### src/rtl/spi_flash_ce.sv
// Single-shot SPI flash chip-erase sequencer: WREN (0x06), a cs_n gap, then CE (0xC7), SPI mode 0.
// Optional registered busy output is enabled by defining SPI_CE_BUSY_EN.
module spi_flash_ce #(
  parameter int unsigned CLK_DIV  = 4,
  parameter int unsigned GAP_CYC  = 8,
  parameter logic [7:0]  WREN_CMD = 8'h06,
  parameter logic [7:0]  CE_CMD   = 8'hC7
) (
  input  logic sclk,
  input  logic rst_n,
  input  logic key_in,
  output logic cs_n,
  output logic sck,
  output logic sdi
`ifdef SPI_CE_BUSY_EN
  ,
  output logic busy
`endif
);

  localparam int unsigned DIV_W = $clog2(CLK_DIV);
  localparam int unsigned GAP_W = $clog2(GAP_CYC + 1);
  localparam logic [DIV_W-1:0] DIV_LAST = DIV_W'(CLK_DIV - 1);
  localparam logic [DIV_W-1:0] DIV_HALF = DIV_W'(CLK_DIV / 2);
  localparam logic [DIV_W-1:0] DIV_ONE  = DIV_W'(1);
  localparam logic [GAP_W-1:0] GAP_LAST = GAP_W'(GAP_CYC - 1);
  localparam logic [GAP_W-1:0] GAP_ONE  = GAP_W'(1);

  typedef enum logic [1:0] {S_IDLE, S_WREN, S_GAP, S_CE} state_t;
  typedef enum logic [1:0] {P_SETUP, P_SHIFT, P_HOLD} phase_t;

  state_t           r_state, w_state_nxt;
  phase_t           r_phase, w_phase_nxt;
  logic [DIV_W-1:0] r_div, w_div_nxt;
  logic [2:0]       r_bit, w_bit_nxt;
  logic [GAP_W-1:0] r_gap, w_gap_nxt;
  logic             r_cs_n, r_sck, r_sdi;
  logic             w_cs_n_nxt, w_sck_nxt, w_sdi_nxt, w_framing;
  logic [7:0]       w_cmd;

  // Next-state sequencing: divider wraps drive setup -> 8 shift bits -> hold within a frame.
  always_comb begin
    w_state_nxt = r_state;
    w_phase_nxt = r_phase;
    w_div_nxt   = r_div;
    w_bit_nxt   = r_bit;
    w_gap_nxt   = r_gap;
    case (r_state)
      S_IDLE: begin
        if (key_in) begin
          w_state_nxt = S_WREN;
          w_phase_nxt = P_SETUP;
          w_div_nxt   = '0;
          w_bit_nxt   = 3'd0;
        end else begin
          w_state_nxt = S_IDLE;
        end
      end
      S_GAP: begin
        if (r_gap == GAP_LAST) begin
          w_state_nxt = S_CE;
          w_phase_nxt = P_SETUP;
          w_div_nxt   = '0;
          w_bit_nxt   = 3'd0;
        end else begin
          w_gap_nxt = r_gap + GAP_ONE;
        end
      end
      S_WREN, S_CE: begin
        if (r_div == DIV_LAST) begin
          w_div_nxt = '0;
          case (r_phase)
            P_SETUP: begin
              w_phase_nxt = P_SHIFT;
              w_bit_nxt   = 3'd0;
            end
            P_SHIFT: begin
              if (r_bit == 3'd7) begin
                w_phase_nxt = P_HOLD;
              end else begin
                w_bit_nxt = r_bit + 3'd1;
              end
            end
            P_HOLD: begin
              w_phase_nxt = P_SETUP;
              w_gap_nxt   = '0;
              if (r_state == S_WREN) begin
                w_state_nxt = S_GAP;
              end else begin
                w_state_nxt = S_IDLE;
              end
            end
            default: w_state_nxt = S_IDLE;
          endcase
        end else begin
          w_div_nxt = r_div + DIV_ONE;
        end
      end
      default: w_state_nxt = S_IDLE;
    endcase
  end

  // Pin values are decoded from the next state so the registered pins line up with it.
  always_comb begin
    w_framing  = (w_state_nxt == S_WREN) || (w_state_nxt == S_CE);
    w_cmd      = (w_state_nxt == S_CE) ? CE_CMD : WREN_CMD;
    w_cs_n_nxt = !w_framing;
    w_sck_nxt  = 1'b0;
    w_sdi_nxt  = 1'b0;
    if (w_framing && (w_phase_nxt == P_SHIFT)) begin
      w_sck_nxt = (w_div_nxt >= DIV_HALF);
      w_sdi_nxt = w_cmd[3'd7 - w_bit_nxt];
    end else if (w_framing && (w_phase_nxt == P_HOLD)) begin
      w_sdi_nxt = w_cmd[0];
    end else begin
      w_sdi_nxt = 1'b0;
    end
  end

  // State, counters and registered pins.
  always_ff @(posedge sclk or negedge rst_n) begin
    if (!rst_n) begin
      r_state <= S_IDLE;
      r_phase <= P_SETUP;
      r_div   <= '0;
      r_bit   <= 3'd0;
      r_gap   <= '0;
      r_cs_n  <= 1'b1;
      r_sck   <= 1'b0;
      r_sdi   <= 1'b0;
    end else begin
      r_state <= w_state_nxt;
      r_phase <= w_phase_nxt;
      r_div   <= w_div_nxt;
      r_bit   <= w_bit_nxt;
      r_gap   <= w_gap_nxt;
      r_cs_n  <= w_cs_n_nxt;
      r_sck   <= w_sck_nxt;
      r_sdi   <= w_sdi_nxt;
    end
  end

  assign cs_n = r_cs_n;
  assign sck  = r_sck;
  assign sdi  = r_sdi;

`ifdef SPI_CE_BUSY_EN
  logic r_busy;

  // Busy covers the whole sequence, falling with the final cs_n rise.
  always_ff @(posedge sclk or negedge rst_n) begin
    if (!rst_n) begin
      r_busy <= 1'b0;
    end else begin
      r_busy <= (w_state_nxt != S_IDLE);
    end
  end

  assign busy = r_busy;
`endif

endmodule

### config.mk
export PLATFORM = sky130hd
export DESIGN_NAME = spi_flash_ce
export DESIGN_NICKNAME = d
export VERILOG_FILES = /design/src/rtl/spi_flash_ce.sv
export SDC_FILE = /design/constraint.sdc
export NUM_CORES = 1
export LEC_CHECK = 0
export BUFFER_PORTS_ARGS = -buffer_cell sky130_fd_sc_hd__buf_4
export CAP_MARGIN = 10
export CORE_MARGIN = 8
export CORE_UTILIZATION = 55
export CTS_CLUSTER_DIAMETER = 80
export CTS_CLUSTER_SIZE = 8
export DETAILED_ROUTE_END_ITERATION = 8
export PLACE_DENSITY = 0.82
export SETUP_SLACK_MARGIN = 0.02
export SYNTH_ARGS = -nofsm -noshare
export SYNTH_HDL_FRONTEND = slang
export SYNTH_SLANG_ARGS = --single-unit
export TNS_END_PERCENT = 5
### constraint.sdc
create_clock -name sclk -period 2.1 [get_ports sclk]
set_clock_uncertainty 0.2 [all_clocks]
set_input_delay 0.42 -clock sclk [delete_from_list [all_inputs] [get_ports sclk]]
set_output_delay 0.42 -clock sclk [all_outputs]
set_load 0.02 [all_outputs]
# After elaboration in Yosys (flattened, before gate mapping)
# Cells that the tools add are included.
word_totals:
  register_bits: 16
  word_cells: 71
  output_inout_bits: 3
classes:
  magnitude_cmp: 2
  add_sub_neg: 4
  n_mux: 32
  reduce_logical: 10
  n_eq_ne: 15
op_table:
  columns: ["op", "count"]
  rows:
  - ["2-bit one-hot mux with 3 select lines", 4]
  - ["2-bit two-way mux", 10]
  - ["2-bit == test (second input constant)", 6]
  - ["3-bit two-way mux", 4]
  - ["4-bit two-way mux", 3]
  - ["3-bit one-hot mux with 3 select lines", 1]
  - ["2-bit by 1-bit == test with 1-bit output (second input constant)", 4]
  - ["8-bit two-way mux", 1]
  - ["4-bit one-hot mux with 2 select lines", 1]
  - ["3-bit one-hot mux with 2 select lines", 1]
  - ["1-bit two-way mux", 5]
  - ["4-bit by 1-bit adder with 4-bit output (second input constant)", 1]
  - ["4-bit by 3-bit == test with 1-bit output (second input constant)", 1]
  - ["2-bit logical NOT", 2]
  - ["3-bit by 4-bit < comparator with 1-bit output (second input constant)", 1]
  - ["2-bit != test (second input constant)", 2]
  - ["2-bit one-hot mux with 2 select lines", 1]
  - ["4-bit AND reduction", 1]
  - ["2-bit OR reduction", 2]
  - ["3-bit by 1-bit adder with 3-bit output (second input constant)", 1]
  - ["1-bit binary-select mux with 3-bit select", 1]
  - ["3-bit == test (second input constant)", 1]
  - ["3-bit subtractor (first input constant)", 1]
  - ["2-bit by 1-bit adder with 2-bit output (second input constant)", 1]
  - ["other kinds (6)", 7]

# Longest topological paths before layout
# Gate-level depths: netlist (run 1).
depth:
  depth_word: 10
  mapped_depth: 7
  ltp_nobuf: 6

# Least setup slack after synthesis (run 1)
# Ideal clock, no wire load.
synth_path:
  path_kind: "flip-flop to flip-flop"
  from: "reg r_bit[0]"
  to: "reg r_sdi, in the netlist sdi"
  period_less_slack_ps: 1923
  slack_ps: 177
  arrival_time_ps: 1650
  path_stages_with_launch: 7
  path_buffers: 0
  required_ps: 1827
  path_cell_list: "dfrtp_1 ha_1 and2_1 or4b_1 nand3b_2 o32ai_1 a21oi_2"
synth_between:
  elab_chain_len: 9
  elab_cells_between_ends: 21
  cone_classes: "2 x add/sub; 3 x eq/ne; 14 x mux; 2 x reduce/logical"
synth_lines:
  columns: ["element", "line", "rtl"]
  rows:
  - ["from (decl)", "35", "logic [2:0] r_bit, w_bit_nxt;"]
  - ["from (signal assigned)", "135", "r_bit <= w_bit_nxt;"]
  - ["3-bit by 1-bit adder with 3-bit output or 3-bit == test (tied branches)", "81, 78", null]
  - ["3-bit two-way mux", "78", "if (r_bit == 3'd7) begin"]
  - ["3-bit one-hot mux with 2 select lines", "72", "case (r_phase)"]
  - ["3-bit two-way mux", "70", "if (r_div == DIV_LAST) begin"]
  - ["3-bit one-hot mux with 3 select lines *", "48", "case (r_state)"]
  - ["net w_bit_nxt[0]", "35", null]
  - ["3-bit subtractor *", "112", "w_sdi_nxt = w_cmd[3'd7 - w_bit_nxt];"]
  - ["1-bit binary-select mux with 3-bit select *", "112", null]
  - ["1-bit two-way mux (not written as such) *", "112", null]
  - ["1-bit two-way mux *", "110", "if (w_framing && (w_phase_nxt == P_SHIFT)) begin"]
  - ["net w_sdi_nxt", "38", "logic w_cs_n_nxt, w_sck_nxt, w_sdi_nxt, w_framing;"]
  - ["to (signal assigned)", "139", "r_sdi <= w_sdi_nxt;"]
  - ["to (decl)", "37", "logic r_cs_n, r_sck, r_sdi;"]
# Mark *: on every way through the listed nets, which the timed path passes. The rest lies on a longest branch. The select of a mux whose other input is x is not followed.
# A chain may end at the register's enable or synchronous reset.

# Final worst setup path (run 1)
# Same ends and word-level chain as after synthesis.

==> results of run 1 <==
[final timing paths]
path,startpoint,endpoint,slack [ns]
max in group asynchronous,rst_n,cs_n,1.12
min in group asynchronous,rst_n,sck,0.33
worst min-delay path,r_gap[0],r_gap[0],0.31
worst max register to register,r_bit[0],sdi,0.1
worst min register to register,r_gap[0],r_gap[0],0.31
worst max-delay path,r_bit[0],sdi,0.1
[state kept, by name (all words and copies together) (netlist names)]
register	count
r_phase	2
r_gap	4
sck	1
r_state	2
cs_n	1
r_div	2
sdi	1
r_bit	3
[what timing repair did]
| item | in CTS | in global routing |
|---|---|---|
| endpoints found under the hold margin | 15 | 0 |
| resized for setup | 1 | 4 |
| setup endpoints to repair | 1 | 1 |
| hold buffers | 1 | 0 |
| pin swaps | 0 | 1 |
[area by class of cell]
cell class	instances	area share (%)
multi-input cells	84	50.7
flip-flops and latches	16	36.6
repair buffers	8	5.71
well taps	25	2.85
clock buffers	4	2.40
inverters	5	1.71
[routing by layer]
layer	vias up	global-route usage (%)
met3	2	4.86
met1	388	16.1
met2	32	19.9
met5	-	0
li1	410	-
met4	0	3.50
[kinds of logic after synthesis]
family	Yosys count	synth area share, %
muxes	3	3.19
adders and majority gates	3	3.83
AOI/OAI and AO/OA	24	16.1
buffers and inverters	9	4.46
and+or+nand+nor	53	30.6
xor gates and xnor gates	1	0.893
DFF	16	40.9
[report_power, final]
group | internal (mW) | switching (mW) | total, mW
combinational | 0.352 | 0.384 | 0.736
sequential | 0.403 | 0.105 | 0.507
clock | 0.0738 | 0.0901 | 0.164
total | 0.828 | 0.579 | 1.41
[critical path: cells and delay by family (launching register included)]
family / cells / cell delay, ns
flops: 1 / 0.41
compound gates: 2 / 0.25
simple gates: 3 / 0.85
fa+ha+maj: 1 / 0.21
[layout by cell type, fill, tap and decap left out, drive strengths merged, types with 2 or more instances in the layout]
cell      n
a21oi     6
o21ai     6
or3       2
nor3      2
and2      2
nand4b    2
nor2b     6
nand2b    2
buf       7
o2bb2ai   2
inv       5
nand3b    2
clkbuf    4
o32ai     2
nor2      6
mux2i     2
dfrtp    15
nand3     5
ha        3
nand2    18
o22ai     2
[metrics by stage]
step / setup WS (ns) / cell area (um^2)
global placement: 0.122 / 1040
finish: 0.0976 / 1100
floorplan: 0.177 / 981
detailed placement: 0.0312 / 1040
global route: 0.0244 / 1100
CTS: 0.0388 / 1080
==> metrics.txt, run 1 <==
Critical Path Fanout Max=5; Overall Global Routing Usage=approximately 13%; max-cap violations=0; CP Capture Type=register; 1st-iter DRT viols=41; nets=124; status=finished, final reports clean; Top FF cell, synth=dfrtp_1; Final Util=between 60% and 70%; slew margin rel.=around 70%; synth warn=0; post-synthesis to final-layout area growth=11.7%; area of the multi-input gates=about 560 um^2; Port Buffer Count=5; Clk Latency, worst-skew pair=~0.28 ns; post-synth top area share=38.3%; largest net degree at the start of global routing=17; DR top layer=met4; Max Root-Sink Buffers=2; initial antenna violation count=0; worst hold path class=reg -> reg; synth cell count leaders=nand2_1 (18), dfrtp_1 (15), nor2_1 (6); Initial Util=57.4%; Synth Instances=~110; Num CTS Buffers=3; DRC=0; Final period util=between 90% and 100%; Ant. Diodes=0; number of synthesized flops with an enable pin=0; final hold slack=approximately 0.31 ns; CP Data Arrival Time=approximately 2 ns; area of the core=1710 um^2; CTS tree=yes; Slew @ Worst Pin=0.430 ns; H-tree lvl count=1; layout cell share with drive strength beyond 1=between 10% and 20%; GRT overflow=0; syn nets=roughly 120; Seq/Total Area, Yosys=between 40% and 50%; Worst EP required=around 2.1 ns; fin. max-slew vios=0; crit-path max cell delay=about 0.52 ns; row cnt=15; hold path depth=1; setup_tns=0 ns; # fillers=between 100 and 150; ys async rst share=100%; Hold Vio Cnt, Final=0; R2R cell count=6; pwr/cell area=about 1300 nW/um^2; DP Wirelength=between 1.5 and 2 mm; Yosys top cell by area=dfrtp_1; per-cell routed wire length=about 14 um; post-CTS setup buffer count=0; Total Power=roughly 1.4 mW; RSZ-0062 raised after global routing=false; post-route ant nets=0; synth top area cells=dfrtp_1 (38%), nand2_1 (6.9%), ha_1 (3.8%), nor2b_1 (3.2%), dfstp_2 (2.7%); Root Buffer=clkbuf_4; startpoint types=register; FF+latch area=between 400 and 500 um^2; Fmax=between 400 and 500 MHz; Max VDD drop=approximately 0.56 mV; CP max-delay cell=or4b_4; Via density=between 5 and 6; die width=58.2 um; Period minus WS final=2.00 ns; First-pass DRT Iterations=4; Seq cells post-synth=16; most common cell in the netlist=nand2_1; Vias=roughly 830; Top-Level Pins=6; Worst-path clk slew=0.09 ns; die footprint=about 3400 um^2; final setup fails=0; Distinct cells, synth=42; GPL Wtd Cong=between 0.9 and 1; Total Wirelength=~2 mm; # clock sinks=16; Worst Setup Path Type=reg -> reg; Critical Path, Cell by Cell=ha_2 > and2_2 > or4b_4 > nand3b_2 > o32ai_1 > a21oi_2; syn avg cell area=9.00 um^2; first-pass GRT wire length=~3.5 mm; vias in the first global route=785; Lkg Pwr=between 0.4 and 0.5 nW; Post-Layout Cell Count=142; Die H=~58 um; met2 WL=roughly 950 um; Routed met3 length=103 um; synthesized cell area=between 900 and 1000 um^2; placed cell count=about 140; Metal-1 WL=slightly below 1 mm
No activity file was read; power rests on OpenSTA's default activity.
==> run 2, diff against run 1 <==
--- a/config.mk
+++ b/config.mk
@@ -13,6 +13,7 @@
 export CTS_CLUSTER_SIZE = 8
 export DETAILED_ROUTE_END_ITERATION = 8
 export PLACE_DENSITY = 0.82
+export REMOVE_ABC_BUFFERS = 1
 export SETUP_SLACK_MARGIN = 0.02
 export SYNTH_ARGS = -nofsm -noshare
 export SYNTH_HDL_FRONTEND = slang
==> metrics.txt, run 2 (same netlist as run 1, synthesis figures left out) <==
1st-iter DRT viols=20; Worst EP required=between 2 and 2.5 ns; Final period util=approximately 95%; First-pass DRT Iterations=4; crit-path max cell delay=~0.54 ns; FF+latch area=between 400 and 500 um^2; first-pass GRT wire length=3.37 mm; commonest non-fill, non-tap cell in the layout=nand2_1; DRC=0; post-route ant nets=0; Vias=between 800 and 900; Max Root-Sink Buffers=2; GRT overflow=0; final setup fails=0; RSZ-0062 raised after global routing=false; die width=roughly 58 um; fin. max-slew vios=0; layout cell share with drive strength beyond 1=18.1%; Slew @ Worst Pin=0.503 ns; Lkg Pwr=about 0.47 nW; max-cap violations=0; post-synthesis to final-layout area growth=10.2%; Period minus WS final=around 2 ns; # clock sinks=16; Critical Path, Cell by Cell=ha_2 > and2_1 > or4b_1 > nand3b_2 > o32ai_1 > a21oi_2; delay-heaviest family, CP=simple AND/OR/NAND/NOR gates; row cnt=15; per-cell routed wire length=between 10 and 15 um; post-CTS setup buffer count=0; pwr/cell area=around 1300 nW/um^2; Num CTS Buffers=3; Overall Global Routing Usage=between 10 and 15%; die footprint=roughly 3400 um^2; area of the multi-input gates=between 500 and 600 um^2; Largest Register=r_gap; CP Capture Type=register; CP max-delay cell=or4b_1; top flop regs=r_gap x4, r_bit x3; Hold Vio Cnt, Final=0; Top-Level Pins=6; Port Buffer Count=5; initial antenna violation count=0; crit path buf inv count=0; # fillers=about 130; H-tree lvl count=1; Worst Setup Path Type=reg -> reg; slew margin rel.=around two thirds; CTS tree=yes; vias in the first global route=820; CP Data Arrival Time=roughly 2 ns; nets=between 100 and 150; Clk Latency, worst-skew pair=~0.29 ns; Die H=~58 um; largest net degree at the start of global routing=17; Total Wirelength=~2.0 mm; most frequent cells in the layout=nand2_1 (18), dfrtp_1 (14), nor2_1 (6), buf_4 (6); Via density=a little under 6; setup_tns=0 ns; Root Buffer=clkbuf_4; Fmax=around 500 MHz; Initial Util=a little under three fifths; Worst-path clk slew=around 0.1 ns; DP Wirelength=between 1 and 1.5 mm; Ant. Diodes=0; placed cell count=136; max reg flops=4; Post-Layout Cell Count=around 140; area of the core=1710 um^2; status=finished, final reports clean; worst hold path class=reg -> reg; Max VDD drop=between 0.7 and 0.8 mV; startpoint types=register; GPL Wtd Cong=approximately 0.87; Critical Path Fanout Max=6
## run 2: layout make-up
type	instances	area share, %
Sequential cell	16	37.3
Tap cell	25	2.89
Multi-Input combinational cell	84	50.6
Inverter	5	1.74
Clock buffer	4	2.43
Timing Repair Buffer	7	5.09
## run 2: final timing paths
kind / slack (ns) / start / endpoint / depth (start not counted)
max: 0.1 / r_bit[0] / sdi / 6
min: 0.30 / r_div[0] / r_div[0] / 1
max reg2reg: 0.1 / r_bit[0] / sdi / 6
min reg2reg: 0.30 / r_div[0] / r_div[0] / 1
max in group asynchronous: 1.13 / rst_n / cs_n / 2
min in group asynchronous: 0.31 / rst_n / r_div[1] / 2
## run 2: what timing repair did
item / CTS / global route
resized for setup: 0 / 4
hold endpoints to repair: 15 / 0
hold buffers: 1 / 0
setup endpoints to repair: 0 / 1
## run 2: worst register-to-register path, delay by kind of cell (launching register included)
kind	cells	cell delay (ns)
and+or+nand+nor	3	0.85
DFF	1	0.45
AOI/OAI and AO/OA	2	0.23
adders and majority gates	1	0.22
## run 2: per-stage QoR
step           power [mW]  utilization (%)  instance area, um^2  hold WS [ns]  setup WS [ns]
3_3_place_gp         1.13             60.4                 1030        0.0875          0.110
6_report             1.36             63.3                 1080         0.299         0.0954
2_1_floorplan       0.989                -                  956       -0.0756          0.177
3_5_place_dp         1.15             60.4                 1030        0.0857         0.0459
5_1_grt              1.45             63.3                 1080         0.333         0.0440
4_1_cts              1.33             62.6                 1070         0.295         0.0231
## run 2: power by group
group	switching [mW]	total [mW]	internal (mW)
combinational	0.358	0.672	0.314
clock	0.0952	0.169	0.0738
sequential	0.109	0.514	0.404
total	0.563	1.36	0.792
## run 2: metal layers
layer,track usage (%),wire (um)
met3,1.99,106
met1,14.5,918
met4,9.44,79
met2,20.7,849
met5,0,0
==> run 3, diff against run 2 <==
--- a/config.mk
+++ b/config.mk
@@ -13,6 +13,7 @@
 export CTS_CLUSTER_SIZE = 8
 export DETAILED_ROUTE_END_ITERATION = 8
 export PLACE_DENSITY = 0.82
+export RECOVER_POWER = 50
 export REMOVE_ABC_BUFFERS = 1
 export SETUP_SLACK_MARGIN = 0.02
 export SYNTH_ARGS = -nofsm -noshare
==> constraint.sdc (replaced) <==
create_clock -name sclk -period 2.3 [get_ports sclk]
set_clock_uncertainty 0.2 [all_clocks]
set_input_delay 0.46 -clock sclk [delete_from_list [all_inputs] [get_ports sclk]]
set_output_delay 0.46 -clock sclk [all_outputs]
set_load 0.02 [all_outputs]
==> metrics.txt, run 3 (same netlist as run 1, synthesis figures left out) <==
H-tree lvl count=1; max-cap violations=0; die width=around 58 um; row cnt=15; Max Root-Sink Buffers=2; Final Util=roughly 62%; pwr/cell area=~1100 nW/um^2; Total Wirelength=around 2.1 mm; Worst Setup Path Type=reg -> reg; First-pass DRT Iterations=4; worst hold path class=reg -> reg; Initial Util=between 50 and 60%; Num CTS Buffers=3; Largest Register=r_gap; area of the core=about 1700 um^2; Top-Level Pins=6; post-CTS setup buffer count=0; RSZ-0062 raised after global routing=false; commonest non-fill, non-tap cell in the layout=nand2_1; CP Data Arrival Time=between 2 and 2.5 ns; CP Capture Type=register; slew margin rel.=45.1%; GRT overflow=0; final setup fails=0; startpoint types=register; max reg flops=4; layout cell share with drive strength beyond 1=around 13%; hold_buf cts=1; Root Buffer=clkbuf_4; status=finished, final reports clean; setup_tns=0 ns; initial antenna violation count=0; final hold slack=~0.30 ns; Fmax=478 MHz; # clock sinks=16; Overall Global Routing Usage=between 10% and 20%; Lkg Pwr=0.466 nW; Vias=829; Worst EP required=between 2 and 2.5 ns; nets=roughly 120; 1st-iter DRT viols=39; Ant. Diodes=0; Final period util=between 90% and 100%; top flop regs=r_gap x4, r_bit x3; vias in the first global route=831; largest net degree at the start of global routing=17; per-cell routed wire length=14.7 um; post-synthesis to final-layout area growth=8.16%; most frequent cells in the layout=nand2_1 (18), dfrtp_1 (15), nor2_1 (6); DRC=0; Critical Path Fanout Max=6; GPL Wtd Cong=approximately 0.87; Worst-path clk slew=0.09 ns; Max VDD drop=slightly above 0.6 mV; Port Buffer Count=5; Via density=~5.9; first-pass GRT wire length=approximately 3.6 mm; CTS tree=yes; Clk Latency, worst-skew pair=0.29 ns; Period minus WS final=2.09 ns; Die H=approximately 58 um; DP Wirelength=approximately 1.5 mm; Hold Vio Cnt, Final=0; post-route ant nets=0; die footprint=about 3400 um^2; fin. max-slew vios=0; post-cts resize count=0; Slew @ Worst Pin=between 0.8 and 0.9 ns
## run 3: cell count changes in the layout (fill, tap and decap cells not counted), sizes merged
cell    change
buf         -2
clkbuf      +2
## run 3: layer usage
metal,global-route usage (%),part of all wire [%],vias to the layer above
met4,9.44,3.5,0
met2,20.9,44,30
li1,-,-,407
met3,1.55,4.5,7
met1,17.9,47,385
met5,0,0,-
## run 3: metrics by stage
step / instances / total power, mW / setup WS (ns) / instance area (um^2)
5_1_grt: 141 / 1.32 / 0.103 / 1060
3_5_place_dp: 136 / 1.07 / 0.262 / 1030
2_1_floorplan: 105 / 0.903 / 0.377 / 956
4_1_cts: 141 / 1.22 / 0.222 / 1070
6_report: 141 / 1.22 / 0.209 / 1060
3_3_place_gp: 136 / 1.04 / 0.290 / 1030
## run 3: final timing paths
path	startpoint	endpoint	slack, ns	cells past startpoint
setup / recovery	r_bit[0]	sdi	0.21	6
hold / removal	r_div[0]	r_div[0]	0.30	1
setup reg to reg	r_bit[0]	sdi	0.21	6
hold reg to reg	r_div[0]	r_div[0]	0.30	1
max in group asynchronous	rst_n	r_state[0]	0.81	2
min in group asynchronous	rst_n	r_phase[1]	0.58	2
## run 3: power breakdown
| group | switching (mW) | total [mW] | internal, mW |
|---|---|---|---|
| Sequential | 0.0972 | 0.465 | 0.368 |
| Combinational | 0.332 | 0.601 | 0.269 |
| Clock | 0.0854 | 0.153 | 0.0674 |
| Total | 0.515 | 1.22 | 0.704 |
## run 3: layout make-up
cell class,instances,area [um^2]
clock buffers,4,26.3
fillers,150,647
well taps,25,31.3
repair buffers,7,47.5
multi-input cells,84,536
flip-flops and latches,16,402
inverters,5,18.8
## run 3: worst max-delay path, cell delays in order (launching register included)
cell      delay (ns)
dfrtp_1         0.45
ha_1            0.28
and2_1          0.22
or4b_1          0.53
nand3b_2        0.10
o32ai_1         0.09
a21oi_2         0.14
